## config.mk

```make
export PLATFORM = sky130hd
export DESIGN_NAME = shift_normalize
export DESIGN_NICKNAME = d
export VERILOG_FILES = /design/src/rtl/shift_normalize_pkg.sv /design/src/rtl/shift_normalize_stage.sv /design/src/rtl/shift_normalize.sv
export SDC_FILE = /design/constraint.sdc
export NUM_CORES = 1
export LEC_CHECK = 0
export ABC_AREA = 1
export CAP_MARGIN = 10
export CORE_MARGIN = 2
export CORE_UTILIZATION = 57
export CTS_CLUSTER_SIZE = 30
export DETAILED_ROUTE_END_ITERATION = 12
export GPL_TIMING_DRIVEN = 0
export PLACE_DENSITY = 0.85
export SYNTH_ARGS = -nofsm -noshare
export SYNTH_HDL_FRONTEND = slang
export SYNTH_SLANG_ARGS = --single-unit
```

## constraint.sdc

```tcl
create_clock -name clk -period 3.5 [get_ports clk]
set_clock_uncertainty 0.1 [all_clocks]
set_input_delay 0.35 -clock clk [delete_from_list [all_inputs] [get_ports clk]]
set_output_delay 0.35 -clock clk [all_outputs]
set_load 0.01 [all_outputs]
```

## src/rtl/shift_normalize_pkg.sv

```systemverilog
// Shared types and helpers for the iterative leading-zero normalizer.
package shift_normalize_pkg;

  typedef enum logic [1:0] {
    IDLE = 2'd0,
    RUN  = 2'd1,
    DONE = 2'd2
  } norm_state_t;

  // Width of the bit group examined by search step k.
  function automatic int unsigned step_width(input int unsigned k);
    return 32'd1 << k;
  endfunction

endpackage

```

## src/rtl/shift_normalize_stage.sv

```systemverilog
// One binary-search step: shift out the top 2^k bits when they are all zero.
module shift_normalize_stage
  import shift_normalize_pkg::*;
#(
  parameter  int WIDTH     = 32,
  localparam int LOG2      = $clog2(WIDTH),
  localparam int CNT_WIDTH = $clog2(WIDTH + 1)
) (
  input  logic [WIDTH-1:0]     data,
  input  logic [CNT_WIDTH-1:0] cnt,
  input  logic [LOG2-1:0]      k,
  output logic [WIDTH-1:0]     next_data,
  output logic [CNT_WIDTH-1:0] next_cnt
);

  logic [CNT_WIDTH-1:0] w_s;
  logic [WIDTH-1:0]     mask_s;

  // Examine the top 2^k bits and shift them out when they are all zero.
  always_comb begin
    w_s    = CNT_WIDTH'(step_width(32'(k)));
    mask_s = ~({WIDTH{1'b1}} >> w_s);
    if ((data & mask_s) == {WIDTH{1'b0}}) begin
      next_data = data << w_s;
      next_cnt  = cnt + w_s;
    end else begin
      next_data = data;
      next_cnt  = cnt;
    end
  end

endmodule

```

## src/rtl/shift_normalize.sv

```systemverilog
// Iterative leading-zero normalizer with valid/ready on both sides.
// Optional SHIFT_NORMALIZE_EARLY_EXIT_EN: zero or MSB-set words finish in one step.
module shift_normalize
  import shift_normalize_pkg::*;
#(
  parameter  int WIDTH     = 32,
  localparam int LOG2      = $clog2(WIDTH),
  localparam int CNT_WIDTH = $clog2(WIDTH + 1)
) (
  input  logic                 clk,
  input  logic                 rst,
  input  logic                 in_valid,
  output logic                 in_ready,
  input  logic [WIDTH-1:0]     in_data,
  output logic                 out_valid,
  input  logic                 out_ready,
  output logic [WIDTH-1:0]     out_data,
  output logic [CNT_WIDTH-1:0] out_cnt,
  output logic                 out_zero
);

  localparam logic [LOG2-1:0]      K_LAST   = LOG2'(LOG2 - 1);
  localparam logic [CNT_WIDTH-1:0] CNT_FULL = CNT_WIDTH'(WIDTH);

  norm_state_t          state_r;
  norm_state_t          state_s;
  logic [WIDTH-1:0]     data_r;
  logic [CNT_WIDTH-1:0] cnt_r;
  logic                 zero_r;
  logic [LOG2-1:0]      k_r;
  logic [LOG2-1:0]      k_init_s;
  logic                 early_s;
  logic                 accept_s;
  logic [WIDTH-1:0]     step_data_s;
  logic [CNT_WIDTH-1:0] step_cnt_s;
  logic                 in_ready_r;
  logic                 out_valid_r;
  logic [WIDTH-1:0]     out_data_r;
  logic [CNT_WIDTH-1:0] out_cnt_r;
  logic                 out_zero_r;

`ifdef SHIFT_NORMALIZE_EARLY_EXIT_EN
  // A zero word or one with the MSB set needs only the final 1-bit step.
  assign early_s = (in_data == {WIDTH{1'b0}}) || in_data[WIDTH-1];
`else
  assign early_s = 1'b0;
`endif

  assign accept_s = in_valid && in_ready_r;
  assign k_init_s = early_s ? {LOG2{1'b0}} : K_LAST;

  shift_normalize_stage #(.WIDTH(WIDTH)) u_stage (
    .data      (data_r),
    .cnt       (cnt_r),
    .k         (k_r),
    .next_data (step_data_s),
    .next_cnt  (step_cnt_s)
  );

  // Next-state decode.
  always_comb begin
    state_s = state_r;
    case (state_r)
      IDLE: begin
        if (accept_s) state_s = RUN;
        else          state_s = IDLE;
      end
      RUN: begin
        if (k_r == {LOG2{1'b0}}) state_s = DONE;
        else                     state_s = RUN;
      end
      DONE: begin
        if (out_ready) state_s = IDLE;
        else           state_s = DONE;
      end
      default: state_s = IDLE;
    endcase
  end

  // State, search registers and registered result outputs.
  always_ff @(posedge clk) begin
    if (rst) begin
      state_r     <= IDLE;
      data_r      <= {WIDTH{1'b0}};
      cnt_r       <= {CNT_WIDTH{1'b0}};
      zero_r      <= 1'b0;
      k_r         <= {LOG2{1'b0}};
      in_ready_r  <= 1'b1;
      out_valid_r <= 1'b0;
      out_data_r  <= {WIDTH{1'b0}};
      out_cnt_r   <= {CNT_WIDTH{1'b0}};
      out_zero_r  <= 1'b0;
    end else begin
      state_r    <= state_s;
      in_ready_r <= (state_s == IDLE);
      case (state_r)
        IDLE: begin
          if (accept_s) begin
            data_r <= in_data;
            cnt_r  <= {CNT_WIDTH{1'b0}};
            zero_r <= (in_data == {WIDTH{1'b0}});
            k_r    <= k_init_s;
          end
        end
        RUN: begin
          data_r <= step_data_s;
          cnt_r  <= step_cnt_s;
          if (k_r == {LOG2{1'b0}}) begin
            // The search of a zero word sums to WIDTH-1, so the count is overridden.
            out_valid_r <= 1'b1;
            out_data_r  <= step_data_s;
            out_cnt_r   <= zero_r ? CNT_FULL : step_cnt_s;
            out_zero_r  <= zero_r;
          end else begin
            k_r <= k_r - LOG2'(1);
          end
        end
        DONE: begin
          if (out_ready) out_valid_r <= 1'b0;
        end
        default: out_valid_r <= 1'b0;
      endcase
    end
  end

  assign in_ready  = in_ready_r;
  assign out_valid = out_valid_r;
  assign out_data  = out_data_r;
  assign out_cnt   = out_cnt_r;
  assign out_zero  = out_zero_r;

endmodule

```

==> reports/qor.txt <==
CRITICAL PATH
-------------------------------------------------------------------------------------
Required arrival time at the worst endpoint                                   3.69 ns
Slowest Stage Delay on Critical Path                                          0.49 ns
Cells along the critical path                                            nand2_1 > nor2_4 > nand2_2 > inv_1 > clkbuf_1 > ha_1 > a21oi_1 > o21ai_0 > xnor2_1 > nand2_1 > nand3_1 > a21oi_1
Buffers and inverters on the worst path                                             2
Worst-path cell with the longest stage delay                             sky130_fd_sc_hd__dfxtp_1
Data arrival time at the worst-slack endpoint                                 3.39 ns
Reg-to-reg critical path startpoint                                      k_r[1]$_SDFFE_PP0P_
Largest fanout on the critical path                                                10
Worst Setup Path Type                                                      reg -> reg
Startpoint of the most critical setup path                               k_r[1]$_SDFFE_PP0P_
Critical Path Start Type                                                     register
Type of destination of the critical path                                     register
Top cell family by delay on the critical path                            simple AND/OR/NAND/NOR gates

GLOBAL ROUTING
-------------------------------------------------------------------------------------
Pin count of the biggest net entering global routing                               16
Vias in the first global route                                                   6969
Total global routing overflow                                                       0
Wire length of the first global-routing pass                                 37300 um
Global-route usage over all layers                                             42.32%
Initial antenna violation count                                                     0

SYNTH
-------------------------------------------------------------------------------------
Number of different library cells in the post-synthesis netlist                    39
Number of instances in the synthesized netlist                                    997
Mux share of post-synthesis cell area                                              0%
Syn avg cell area                                                          6.094 um^2
Summed instance area of the synthesized netlist                             6076 um^2
Adder and majority gate portion of the synthesized area                        1.565%
Post-synthesis share of cell area spent on xor and xnor gates                 0.7208%
Compound-cell area share of the yosys netlist                                  17.85%
Sequential-to-total area share from yosys stat                                 28.67%
Syn. warnings                                                                       0
Post-synthesis share of cell area spent on and, or, nand and nor gates         38.45%
Top area cells in the synthesized netlist                                sky130_fd_sc_hd__dfxtp_1 (29%), sky130_fd_sc_hd__nand2_1 (15%), sky130_fd_sc_hd__nand3_1 (13%)
Share of the synthesized area in the top cell type                             28.67%
Syn nets                                                                         1040
Area leader, netlist                                                     sky130_fd_sc_hd__dfxtp_1
EDFF count, synth                                                                   0
Largest family of logic cells by synthesized area                        simple AND/OR/NAND/NOR gates
Yosys reg bits                                                                     87
Async SR Flop Fraction                                                             0%
Ys flop type                                                             sky130_fd_sc_hd__dfxtp_1

ROUTE
-------------------------------------------------------------------------------------
Post-route antenna net violation count                                              0
Detailed-route wire length                                                   24080 um
Total via count in the routed design                                             7548
Number of DRC violations after detailed routing                                     0
Detail-routed via count per cell                                                6.167
Iteration count of the initial detailed-routing pass                                6
DRC marker count from the first detailed-route iteration                         1167
Avg WL per Cell                                                              19.67 um

CLOCK NETWORK
-------------------------------------------------------------------------------------
Clock Pin Slew Worst Setup and Hold Paths                                     0.09 ns
Clock tree root driver cell                                              sky130_fd_sc_hd__clkbuf_8
Sinks on the clock net                                                             87
Source-to-sink clock delay at the later pin of the worst-skew pair            0.38 ns
Quantity of gates resized following cts                                             0
Max clock buf depth                                                                 2
Post-CTS Hold Buffers                                                               0
CTS H-tree depth                                                                    3
Setup bufs post-CTS                                                                 0
CTS tree                                                                         done
CTS buffer count                                                                    9

FLOORPLANNING
-------------------------------------------------------------------------------------
Die Outline Area                                                           11500 um^2
Area of the core                                                           10320 um^2
I/O pin cnt                                                                        77
Cell Rows                                                                          37
Initial Utilization                                                            58.85%
Die X-Extent                                                                 107.2 um
Height of the chip                                                           107.2 um

PLACE
-------------------------------------------------------------------------------------
Post-place instance area                                                    7007 um^2
DPL Wire Length                                                              18700 um
Final weighted congestion in routability-driven placement                       1.034
Count of buffers inserted at the top-level ports                                   76
Placement Setup Slack                                                       0.4410 ns
Post-placement cell count                                                        1209

STA
-------------------------------------------------------------------------------------
Highest achievable clock rate                                               312.6 MHz
Fin. Hold Viols                                                                     0
Worst Tran Pin Value                                                        0.7147 ns
Relative max-transition margin                                                 52.35%
Time the worst path needs with I/O delays and setup                          3.199 ns
Setup-failing EPs final                                                             0
Fin crit share                                                                 91.41%
Max-slew violation count                                                            0
RSZ-0062 raised after global routing                                               no
Final-layout setup total negative slack                                          0 ns
Final worst setup slack                                                     0.3007 ns

CELLS AND AREA
-------------------------------------------------------------------------------------
NumNets Final                                                                    1127
Count of antenna diodes in the layout                                               0
Finished Cell Area                                                          7224 um^2
Area added between synthesis and finish                                        18.90%
Number of standard cells in the final layout excluding fillers                   1224
Layout cells sized above 1                                                     5.790%

POWER
-------------------------------------------------------------------------------------
Peak supply drop                                                          0.0007114 V
Leak Pwr                                                                  0.003421 uW
Total power density per cell area                                        1116 nW/um^2

MIN PATH
-------------------------------------------------------------------------------------
Worst Min Path Start                                                     out_cnt[3]$_SDFFE_PP0P_
Class of the tightest hold or removal check                                reg -> reg

JOB
-------------------------------------------------------------------------------------
Max Cap Violations                                                                  0

RUN STATUS
-------------------------------------------------------------------------------------
Outcome                                                                  finished clean

-- logic make-up (layout without fill, tap and decap cells) --
| group | Yosys count | in the layout |
|---|---|---|
| compound gates | 190 | 190 |
| simple gates | 515 | 515 |
| fa+ha+maj | 7 | 7 |
| buf+inv | 193 | 284 |
| xor+xnor | 5 | 5 |
| flops | 87 | 87 |
-- power by group --
group | total, uW | internal [uW] | leakage [uW] | switching [uW]
Clock | 797 | 405 | 0.000106 | 393
Sequential | 1520 | 1300 | 0.000711 | 223
Combinational | 5740 | 1750 | 0.00260 | 3990
Total | 8060 | 3450 | 0.00342 | 4610
-- Yosys cell counts (4+ instances only) --
| master | n |
|---|---|
| sky130_fd_sc_hd__nor2_4 | 4 |
| sky130_fd_sc_hd__nor4_1 | 12 |
| sky130_fd_sc_hd__o21bai_1 | 32 |
| sky130_fd_sc_hd__clkbuf_1 | 31 |
| sky130_fd_sc_hd__buf_4 | 4 |
| sky130_fd_sc_hd__nor2_2 | 5 |
| sky130_fd_sc_hd__or2_1 | 5 |
| sky130_fd_sc_hd__dfxtp_1 | 87 |
| sky130_fd_sc_hd__buf_1 | 5 |
| sky130_fd_sc_hd__nand2_1 | 245 |
| sky130_fd_sc_hd__a21oi_1 | 58 |
| sky130_fd_sc_hd__ha_1 | 6 |
| sky130_fd_sc_hd__inv_2 | 8 |
| sky130_fd_sc_hd__buf_2 | 16 |
| sky130_fd_sc_hd__o21ai_0 | 49 |
| sky130_fd_sc_hd__o21ai_1 | 14 |
| sky130_fd_sc_hd__o22ai_1 | 31 |
| sky130_fd_sc_hd__nor2_1 | 44 |
| sky130_fd_sc_hd__nand3_1 | 162 |
| sky130_fd_sc_hd__nand4_1 | 21 |
| sky130_fd_sc_hd__inv_1 | 127 |
-- placed cells by master, fill, tap and decap left out, drive strengths merged, types with 6 or more instances in the layout --
master,instances
nand2,249
nand3,165
inv,137
dfxtp,87
clkdlybuf4s50,76
o21ai,63
a21oi,58
nor2,53
clkbuf,40
o21bai,32
o22ai,31
buf,27
nand4,21
nor4,12
ha,6
or2,6
-- cell type report --
class,count,area (um^2)
Buffer,58,267.8
Timing Repair Buffer,76,760.7
Sequential cell,87,1742
Multi-Input combinational cell,717,3560
Fill cell,876,3099
Tap cell,136,170.2
Inverter,135,506.7
Clock inverter,6,93.84
Clock buffer,9,123.9
-- sequential cells by signal (all words and copies together) (netlist names) --
| signal | cells |
|---|---|
| out_valid | 1 |
| out_zero | 1 |
| zero_r | 1 |
| cnt_r | 6 |
| in_ready | 1 |
| out_data | 32 |
| out_cnt | 6 |
| data_r | 32 |
| state_r | 2 |
| k_r | 5 |
-- stage by stage --
step                      total power, uW  hold slack [ns]  utilization [%]
final                                8060           0.3986            69.98
after global routing                 8557           0.4070            69.98
after CTS                            7762           0.3838            69.98
after detailed placement             6946           0.3623            67.87
after global placement               6911           0.3641            67.87
after floorplan                      5100           0.3523                -
-- path summary, 6_finish.rpt --
path	cells past startpoint	slack [ns]	end
setup / recovery	12	0.30	cnt_r[4]$_SDFFE_PP0P_
hold / removal	2	0.40	out_cnt[3]$_SDFFE_PP0P_
setup reg to reg	12	0.30	cnt_r[4]$_SDFFE_PP0P_
hold reg to reg	2	0.40	out_cnt[3]$_SDFFE_PP0P_
-- worst register-to-register path, cell delays in order (launching register included) --
cell,delay [ns]
sky130_fd_sc_hd__dfxtp_1,0.49
sky130_fd_sc_hd__nand2_1,0.16
sky130_fd_sc_hd__nor2_4,0.26
sky130_fd_sc_hd__nand2_2,0.21
sky130_fd_sc_hd__inv_1,0.11
sky130_fd_sc_hd__clkbuf_1,0.48
sky130_fd_sc_hd__ha_1,0.41
sky130_fd_sc_hd__a21oi_1,0.16
sky130_fd_sc_hd__o21ai_0,0.15
sky130_fd_sc_hd__xnor2_1,0.16
sky130_fd_sc_hd__nand2_1,0.11
sky130_fd_sc_hd__nand3_1,0.12
sky130_fd_sc_hd__a21oi_1,0.21
-- routing by layer --
layer / global-route usage, % / share of wire, % / vias up / wire [um]
li1: - / - / 3476 / -
met1: 54.90 / 38 / 3334 / 9183
met2: 64.15 / 43 / 621 / 10270
met3: 9.119 / 13 / 117 / 3217
met4: 25.51 / 5.8 / 0 / 1408
met5: 0.4762 / 0 / - / 0
Note: power is estimated with default switching activity, not from simulation.
